===== src/rtl/fp_pkg.sv =====
// Shared definitions for the sequential FP divider: state encoding, IEEE
// constant builders (functions of exponent width M and fraction width N)
// and exception flag bit positions.
package fp_pkg;

    // Divider FSM state encoding
    localparam logic [1:0] ST_IDLE   = 2'd0;
    localparam logic [1:0] ST_DIVIDE = 2'd1;
    localparam logic [1:0] ST_NORM   = 2'd2;
    localparam logic [1:0] ST_DONE   = 2'd3;

    // Bit positions inside flags = {invalid, div_by_zero, overflow, underflow}
    localparam int FLAG_INVALID = 3;
    localparam int FLAG_DBZ     = 2;
    localparam int FLAG_OVF     = 1;
    localparam int FLAG_UNF     = 0;

    function automatic int fp_bias(input int m);
        return (1 << (m - 1)) - 1;
    endfunction

    // Positive infinity: exponent all ones, fraction zero
    function automatic logic [63:0] fp_inf(input int m, input int n);
        return ((64'd1 << m) - 64'd1) << n;
    endfunction

    // Canonical quiet NaN: positive, exponent all ones, fraction MSB set
    function automatic logic [63:0] fp_qnan(input int m, input int n);
        return (((64'd1 << m) - 64'd1) << n) | (64'd1 << (n - 1));
    endfunction

    function automatic logic [63:0] fp_zero(input int m, input int n);
        return 64'd0 & {32'(m), 32'(n)};
    endfunction

endpackage


===== src/rtl/fp_div_core.sv =====
// Iterative radix-2 restoring mantissa divider. One quotient bit per clock,
// N+4 steps after load, Q = floor(ma * 2^(N+3) / mb).
module fp_div_core
    import fp_pkg::*;
#(
    parameter int N = 23
) (
    input  logic         clk,
    input  logic         rst,
    input  logic         load,
    input  logic [N:0]   ma,
    input  logic [N:0]   mb,
    output logic [N+3:0] q,
    output logic         rem_nz,
    output logic         core_done
);
    localparam int CW = $clog2(N + 5);

    logic [N+1:0] rem_q, rem_d;
    logic [N:0]   mb_q, mb_d;
    logic [N+3:0] q_q, q_d;
    logic [CW-1:0] cnt_q, cnt_d;
    logic [N+1:0] diff;

    // Load operands, then one compare/subtract/shift step per cycle until the counter expires
    always_comb begin
        rem_d = rem_q;
        mb_d  = mb_q;
        q_d   = q_q;
        cnt_d = cnt_q;
        diff  = rem_q - {1'b0, mb_q};
        if (load) begin
            rem_d = {1'b0, ma};
            mb_d  = mb;
            q_d   = '0;
            cnt_d = CW'(N + 4);
        end else if (cnt_q != '0) begin
            if (rem_q >= {1'b0, mb_q}) begin
                rem_d = diff << 1;
                q_d   = {q_q[N+2:0], 1'b1};
            end else begin
                rem_d = rem_q << 1;
                q_d   = {q_q[N+2:0], 1'b0};
            end
            cnt_d = cnt_q - CW'(1);
        end
    end

    // Divider state registers
    always_ff @(posedge clk) begin
        if (rst) begin
            rem_q <= '0;
            mb_q  <= '0;
            q_q   <= '0;
            cnt_q <= '0;
        end else begin
            rem_q <= rem_d;
            mb_q  <= mb_d;
            q_q   <= q_d;
            cnt_q <= cnt_d;
        end
    end

    assign q         = q_q;
    assign rem_nz    = |rem_q;
    assign core_done = (cnt_q == CW'(1));

endmodule


===== src/rtl/fp_div_seq.sv =====
// Sequential IEEE-754 divider: unpack, special operands, exponent, normalise,
// optional rounding and pack around the fp_div_core mantissa divider.
// Optional feature macro: FP_DIV_ROUND_EN (round to nearest even; default truncates).
//
// state     | meaning
// ST_IDLE   | waiting for start, operands sampled on start
// ST_DIVIDE | fp_div_core producing N+4 quotient bits
// ST_NORM   | normalise, round, range check, register result
// ST_DONE   | done pulse, result valid, back to idle
module fp_div_seq
    import fp_pkg::*;
#(
    parameter int M = 8,
    parameter int N = 23
) (
    input  logic           clk,
    input  logic           rst,
    input  logic           start,
    input  logic [M+N:0]   a_in,
    input  logic [M+N:0]   b_in,
    output logic           busy,
    output logic           done,
    output logic [M+N:0]   c_out,
    output logic [3:0]     flags
);
    localparam int W = M + N + 1;
    localparam logic [W-1:0]        QNAN_W = W'(fp_qnan(M, N));
    localparam logic [W-1:0]        INF_W  = W'(fp_inf(M, N));
    localparam logic [W-1:0]        ZERO_W = W'(fp_zero(M, N));
    localparam logic signed [M+1:0] E_MAX  = (M+2)'((1 << M) - 1);
    localparam logic signed [M+1:0] E_ZERO = '0;

    logic [1:0]          state_q, state_d;
    logic                sign_q, sign_d;
    logic signed [M+1:0] exp_q, exp_d;
    logic [W-1:0]        c_out_q, c_out_d;
    logic [3:0]          flags_q, flags_d;

    logic [M-1:0] a_exp, b_exp;
    logic [N-1:0] a_frac, b_frac;
    logic a_zero, b_zero, a_inf, b_inf, a_nan, b_nan, sign_in;
    logic signed [M+1:0] e_calc;
    logic                is_special;
    logic [W-1:0]        spec_word;
    logic [3:0]          spec_flags;

    logic         core_load, core_done, rem_nz;
    logic [N+3:0] core_q;

    logic [N+3:0]        qn;
    logic signed [M+1:0] en;
    logic [N:0]          sig, sig_fin;
    logic [W-1:0]        norm_word;
    logic [3:0]          norm_flags;
    logic                norm_unused;

    assign a_exp   = a_in[W-2:N];
    assign b_exp   = b_in[W-2:N];
    assign a_frac  = a_in[N-1:0];
    assign b_frac  = b_in[N-1:0];
    assign a_zero  = (a_exp == '0);
    assign b_zero  = (b_exp == '0);
    assign a_nan   = (&a_exp) & (|a_frac);
    assign b_nan   = (&b_exp) & (|b_frac);
    assign a_inf   = (&a_exp) & ~(|a_frac);
    assign b_inf   = (&b_exp) & ~(|b_frac);
    assign sign_in = a_in[W-1] ^ b_in[W-1];
    assign e_calc  = {2'b00, a_exp} - {2'b00, b_exp} + (M+2)'(fp_bias(M));

    // Classify operand pairs that bypass the divider, in priority order
    always_comb begin
        is_special = 1'b1;
        spec_word  = ZERO_W;
        spec_flags = '0;
        if (a_nan || b_nan || (a_zero && b_zero) || (a_inf && b_inf)) begin
            spec_word                = QNAN_W;
            spec_flags[FLAG_INVALID] = 1'b1;
        end else if (b_zero && !a_inf) begin
            spec_word            = INF_W;
            spec_word[W-1]       = sign_in;
            spec_flags[FLAG_DBZ] = 1'b1;
        end else if (a_inf) begin
            spec_word      = INF_W;
            spec_word[W-1] = sign_in;
        end else if (a_zero || b_inf) begin
            spec_word[W-1] = sign_in;
        end else begin
            is_special = 1'b0;
        end
    end

    fp_div_core #(.N(N)) u_core (
        .clk       (clk),
        .rst       (rst),
        .load      (core_load),
        .ma        ({1'b1, a_frac}),
        .mb        ({1'b1, b_frac}),
        .q         (core_q),
        .rem_nz    (rem_nz),
        .core_done (core_done)
    );

    // Normalise the quotient, round, and range-check the exponent
    always_comb begin
        if (!core_q[N+3]) begin
            qn = core_q << 1;
            en = exp_q - (M+2)'(1);
        end else begin
            qn = core_q;
            en = exp_q;
        end
        sig = qn[N+3:3];
`ifdef FP_DIV_ROUND_EN
        begin
            logic [N+1:0] rnd;
            logic         inc;
            inc = qn[2] & ((|qn[1:0]) | rem_nz | sig[0]);
            rnd = {1'b0, sig} + {{(N+1){1'b0}}, inc};
            if (rnd[N+1]) begin
                sig_fin = {1'b1, {N{1'b0}}};
                en      = en + (M+2)'(1);
            end else begin
                sig_fin = rnd[N:0];
            end
        end
        norm_unused = sig_fin[N];
`else
        sig_fin     = sig;
        norm_unused = ^{qn[2:0], rem_nz, sig_fin[N]};
`endif
        norm_flags = '0;
        if (en >= E_MAX) begin
            norm_word            = INF_W;
            norm_word[W-1]       = sign_q;
            norm_flags[FLAG_OVF] = 1'b1;
        end else if (en <= E_ZERO) begin
            norm_word            = ZERO_W;
            norm_word[W-1]       = sign_q;
            norm_flags[FLAG_UNF] = 1'b1;
        end else begin
            norm_word = {sign_q, en[M-1:0], sig_fin[N-1:0]};
        end
    end

    // Next-state and result capture
    always_comb begin
        state_d   = state_q;
        sign_d    = sign_q;
        exp_d     = exp_q;
        c_out_d   = c_out_q;
        flags_d   = flags_q;
        core_load = 1'b0;
        case (state_q)
            ST_IDLE: begin
                if (start) begin
                    sign_d = sign_in;
                    exp_d  = e_calc;
                    if (is_special) begin
                        c_out_d = spec_word;
                        flags_d = spec_flags;
                        state_d = ST_DONE;
                    end else begin
                        core_load = 1'b1;
                        state_d   = ST_DIVIDE;
                    end
                end
            end
            ST_DIVIDE: if (core_done) state_d = ST_NORM;
            ST_NORM: begin
                c_out_d = norm_word;
                flags_d = norm_flags;
                state_d = ST_DONE;
            end
            ST_DONE: state_d = ST_IDLE;
            default: state_d = ST_IDLE;
        endcase
    end

    // Control and result registers
    always_ff @(posedge clk) begin
        if (rst) begin
            state_q <= ST_IDLE;
            sign_q  <= 1'b0;
            exp_q   <= '0;
            c_out_q <= '0;
            flags_q <= '0;
        end else begin
            state_q <= state_d;
            sign_q  <= sign_d;
            exp_q   <= exp_d;
            c_out_q <= c_out_d;
            flags_q <= flags_d;
        end
    end

    assign busy  = (state_q == ST_DIVIDE) || (state_q == ST_NORM);
    assign done  = (state_q == ST_DONE);
    assign c_out = c_out_q;
    assign flags = flags_q;

endmodule


===== config.mk =====
export PLATFORM = sky130hd
export DESIGN_NAME = fp_div_seq
export DESIGN_NICKNAME = d
export VERILOG_FILES = /design/src/rtl/fp_pkg.sv /design/src/rtl/fp_div_core.sv /design/src/rtl/fp_div_seq.sv
export SDC_FILE = /design/constraint.sdc
export NUM_CORES = 1
export LEC_CHECK = 0
export CAP_MARGIN = 25
export CELL_PAD_IN_SITES_DETAIL_PLACEMENT = 1
export CELL_PAD_IN_SITES_GLOBAL_PLACEMENT = 1
export CORE_ASPECT_RATIO = 1.75
export CORE_MARGIN = 5
export CORE_UTILIZATION = 35
export CTS_CLUSTER_DIAMETER = 80
export DETAILED_ROUTE_END_ITERATION = 7
export PLACE_DENSITY_LB_ADDON = 0.08
export SYNTH_ARGS = -nofsm -noshare
export SYNTH_HDL_FRONTEND = slang
export SYNTH_SLANG_ARGS = --single-unit

===== constraint.sdc =====
create_clock -name clk -period 5.2 [get_ports clk]
set_clock_uncertainty 0.1 [all_clocks]
set_input_delay 1.04 -clock clk [delete_from_list [all_inputs] [get_ports clk]]
set_output_delay 1.04 -clock clk [all_outputs]
set_load 0.02 [all_outputs]

==> impl_metrics.yaml <==
setup_path:
  path_cells: "clkdlybuf4s50_1 -> nor4_1 -> nand2_1 -> nand2_1 -> nor3_1 -> nand2_1 -> nor2_1 -> and2_1 -> a2111oi_0 -> a21oi_1"
  startpoint_type: "input port"
  r2r_end: "u_core.rem_q[15]$_SDFFE_PP0P_"
  path_common_cell: "nand2_1"
  crit_slowest_cell: "nand2_1"
  cp.arrival_ns: 3.96
  path_buf_inv: 1
  r2r_cells: 12
  max_stage_delay_ns: 0.59
  r2r_slack_ns: 1.45
  path_class: "in -> reg"
  critPathTopFamily: "simple AND/OR/NAND/NOR gates"
  end_kind: "flop"
  path_max_fanout: 17
  r2r_start: "u_core.mb_q[8]$_SDFFE_PP0P_"
  required_ns: 5.39
global_route:
  grt_pass1_wl_mm: 39.1
  grt-ovfl-total: 0
  track_usage_pct: 19.7
  grt_start_max_net_pins: 52
  antenna_found_initial: 0
  grt_pass1_vias: 7827
place:
  dp_hpwl_mm: 18.4
  port_buffers: 104
  gp_congestion: 0.834
floorplan:
  die-height_um: 206
  core_area_sq_mm: 0.0215
  ios: 105
  num_rows: 71
  die_w_um: 122
  initial_utilization_pct: 35.6
  dieArea_sq_mm: 0.0250
logic_synthesis:
  synth-async-reset-ratio_pct: 0
  synth_seq_area_share_pct: 34.0
  ys_types: 64
  synth-edff-count: 0
  synth_area_sq_mm: 0.00765
  syn-num-nets: 1120
  ys_ff_latch: 130
  avgSynthCellArea_sq_um: 7.56
  synth-main-ff-cell: "dfxtp_1"
  ys_warn_count: 0
  syn_inst: 1011
worst_hold_path:
  min_to: "c_out[0]$_SDFFE_PP0P_"
  min_from: "c_out[0]$_SDFFE_PP0P_"
  hold_path.class: "reg -> reg"
  hold_depth: 2
pwr:
  switching_share_pct: 44.7
  combinationalPowerShare_pct: 54.3
  clockPowerShare_pct: 20.8
  p_sw_w: 0.00238
  seq_power_share_pct: 24.9
  leakagePower_nw: 3.42
  power.internal_w: 0.00295
  vdd_ir_drop_max_mv: 0.332
  p_per_area_mw_per_mm2: 564
sta:
  period_share_pct: 72.4
  slew_headroom_pct: 40.4
  finalHoldViolCount: 0
  rsz0062_at_grt: "false"
  tns_ns: 0
  slew_viol_final: 0
  fmax_mhz: 266
  setup_viol: 0
  fin_crit_ns: 3.76
  worstMarginPinSlew_ns: 0.891
detailed_routing:
  viasPerCell: 5.28
  vias: 7357
  ant_nets: 0
  drc_errors: 0
  drt_iter0_drc: 318
  firstDrtPassIters: 4
  wire_per_inst_um: 17.1
  wl_mm: 23.8
cts:
  cts.sinks: 130
  clk_latency_ns: 0.43
  cts_buffers: 17
  cts.reportedPaths.clkPinSlew_ns: 0.06
  tritoncts: "done"
  htree_levels: 4
  clk_path_buf_depth: 2
  cts_resized: 0
  root_buffer: "clkbuf_16"
  postCtsSetupRepairBufs: 0
  hold_buffers: 0
final_layout:
  nets: 1198
  antenna-diode-count: 0
  fin_util_pct: 44.0
  drive_gt1_share_pct: 5.63
  syn2layout_area_growth_pct: 23.8
status:
  status: "completed"
run:
  drv_cap: 0
==> stage by stage <==
stage	hold WS [ns]	setup slack (ns)	cell area [sq um]	cells	total power, W
final	0.345	1.44	9460	1394	0.00534
after global placement	0.338	1.18	8920	1362	0.00422
after floorplan	0.332	1.91	7650	1011	0.00347
after global routing	0.373	1.08	9460	1394	0.00580
after CTS	0.352	1.42	9460	1394	0.00541
after detailed placement	0.343	1.05	8920	1362	0.00427
==> worst reg2reg max path: stages, from the launching register on <==
cell       delay (ns)
dfxtp_1          0.34
inv_1            0.05
ha_1             0.36
a21oi_1          0.17
o21ai_0          0.14
or3_1            0.38
o2111ai_1        0.41
a21oi_1          0.21
nor2_2           0.51
buf_4            0.38
nor2_1           0.08
a2111oi_0        0.40
nor4_1           0.08
==> power groups by stage <==
stage | Sequential, W | Combinational [W] | Clock (W)
after global routing | 0.00135 | 0.00327 | 0.00118
after global placement | 0.00134 | 0.00288 | 0
after CTS | 0.00133 | 0.00294 | 0.00114
after floorplan | 0.00130 | 0.00217 | 0
final | 0.00133 | 0.00290 | 0.00111
after detailed placement | 0.00135 | 0.00292 | 0
==> cells in the mapped netlist (7+ instances only) <==
cell type | n | area share [%]
a211oi_1 | 18 | 1.8
a21o_1 | 13 | 1.3
a21oi_1 | 115 | 7.5
a31oi_1 | 7 | 0.57
clkbuf_1 | 50 | 2.5
dfxtp_1 | 130 | 34
ha_1 | 40 | 6.5
inv_1 | 57 | 2.8
mux2i_1 | 31 | 4.1
nand2_1 | 177 | 8.7
nand2b_1 | 8 | 0.65
nand3_1 | 15 | 0.98
nand3b_1 | 7 | 0.69
nand4_1 | 9 | 0.74
nor2_1 | 74 | 3.6
nor2b_1 | 9 | 0.74
nor3_1 | 25 | 1.6
nor4_1 | 20 | 1.6
o21a_1 | 7 | 0.69
o21ai_0 | 42 | 2.7
o21ai_1 | 22 | 1.4
o31ai_1 | 7 | 0.69
or3_1 | 13 | 1.1
xnor2_1 | 22 | 2.5
xor2_1 | 10 | 1.1
==> cell usage in the layout (no fill, tap or decap), types with 17 or more instances in the layout <==
| cell type | n |
|---|---|
| nand2_1 | 176 |
| dfxtp_1 | 129 |
| a21oi_1 | 115 |
| clkdlybuf4s50_1 | 103 |
| nor2_1 | 73 |
| inv_1 | 57 |
| o21ai_0 | 42 |
| ha_1 | 40 |
| mux2i_1 | 31 |
| nor3_1 | 25 |
| xnor2_1 | 22 |
| o21ai_1 | 22 |
| nor4_1 | 19 |
| a211oi_1 | 18 |
| clkbuf_16 | 17 |
==> logic make-up (layout without fill, tap and decap cells) <==
kind of cell | Yosys count | count (layout) | share of synthesized area, %
fa+ha+maj | 42 | 42 | 7.07
flops | 130 | 130 | 34.0
buf+inv | 113 | 204 | 5.68
compound gates | 278 | 278 | 22.2
simple gates | 384 | 384 | 23.1
xor+xnor | 32 | 32 | 3.66
mux | 32 | 32 | 4.20
==> worst max path at each step <==
stage	depth (start not counted)	start	end
after floorplan	13	a_in[23]	exp_q[8]$_SDFFE_PP0P_
after global placement	10	a_in[27]	u_core.rem_q[19]$_SDFFE_PP0P_
after detailed placement	12	b_in[24]	exp_q[8]$_SDFFE_PP0P_
after CTS	10	exp_q[0]$_SDFFE_PP0P_	c_out[17]$_SDFFE_PP0P_
after global routing	12	u_core.mb_q[6]$_SDFFE_PP0P_	u_core.rem_q[15]$_SDFFE_PP0P_
final	10	a_in[27]	u_core.rem_q[19]$_SDFFE_PP0P_
==> final cells by class <==
cell class	count	area [sq um]
flip-flops and latches	130	2600
fillers	2687	12000
repair buffers	115	1120
multi-input cells	768	4620
clock buffers	22	464
inverters	57	214
well taps	292	365
clock inverters	10	76.3
==> layer usage <==
metal,up-vias,routed length [um],track usage (%)
met5,-,0,0
met3,26,584,3.27
met1,3552,9190,20.2
met2,93,13600,39.3
li1,3686,-,-
met4,0,446,6.33
==> registers in the layout, indices dropped and copies added (netlist names) <==
name and flops:
c_out 32, u_core.q 27, u_core.rem_q 25, u_core.mb_q 24, exp_q 10, u_core.cnt_q 5, flags 4, state_q 2
sign_q 1
(Power assumes the default switching activity.)
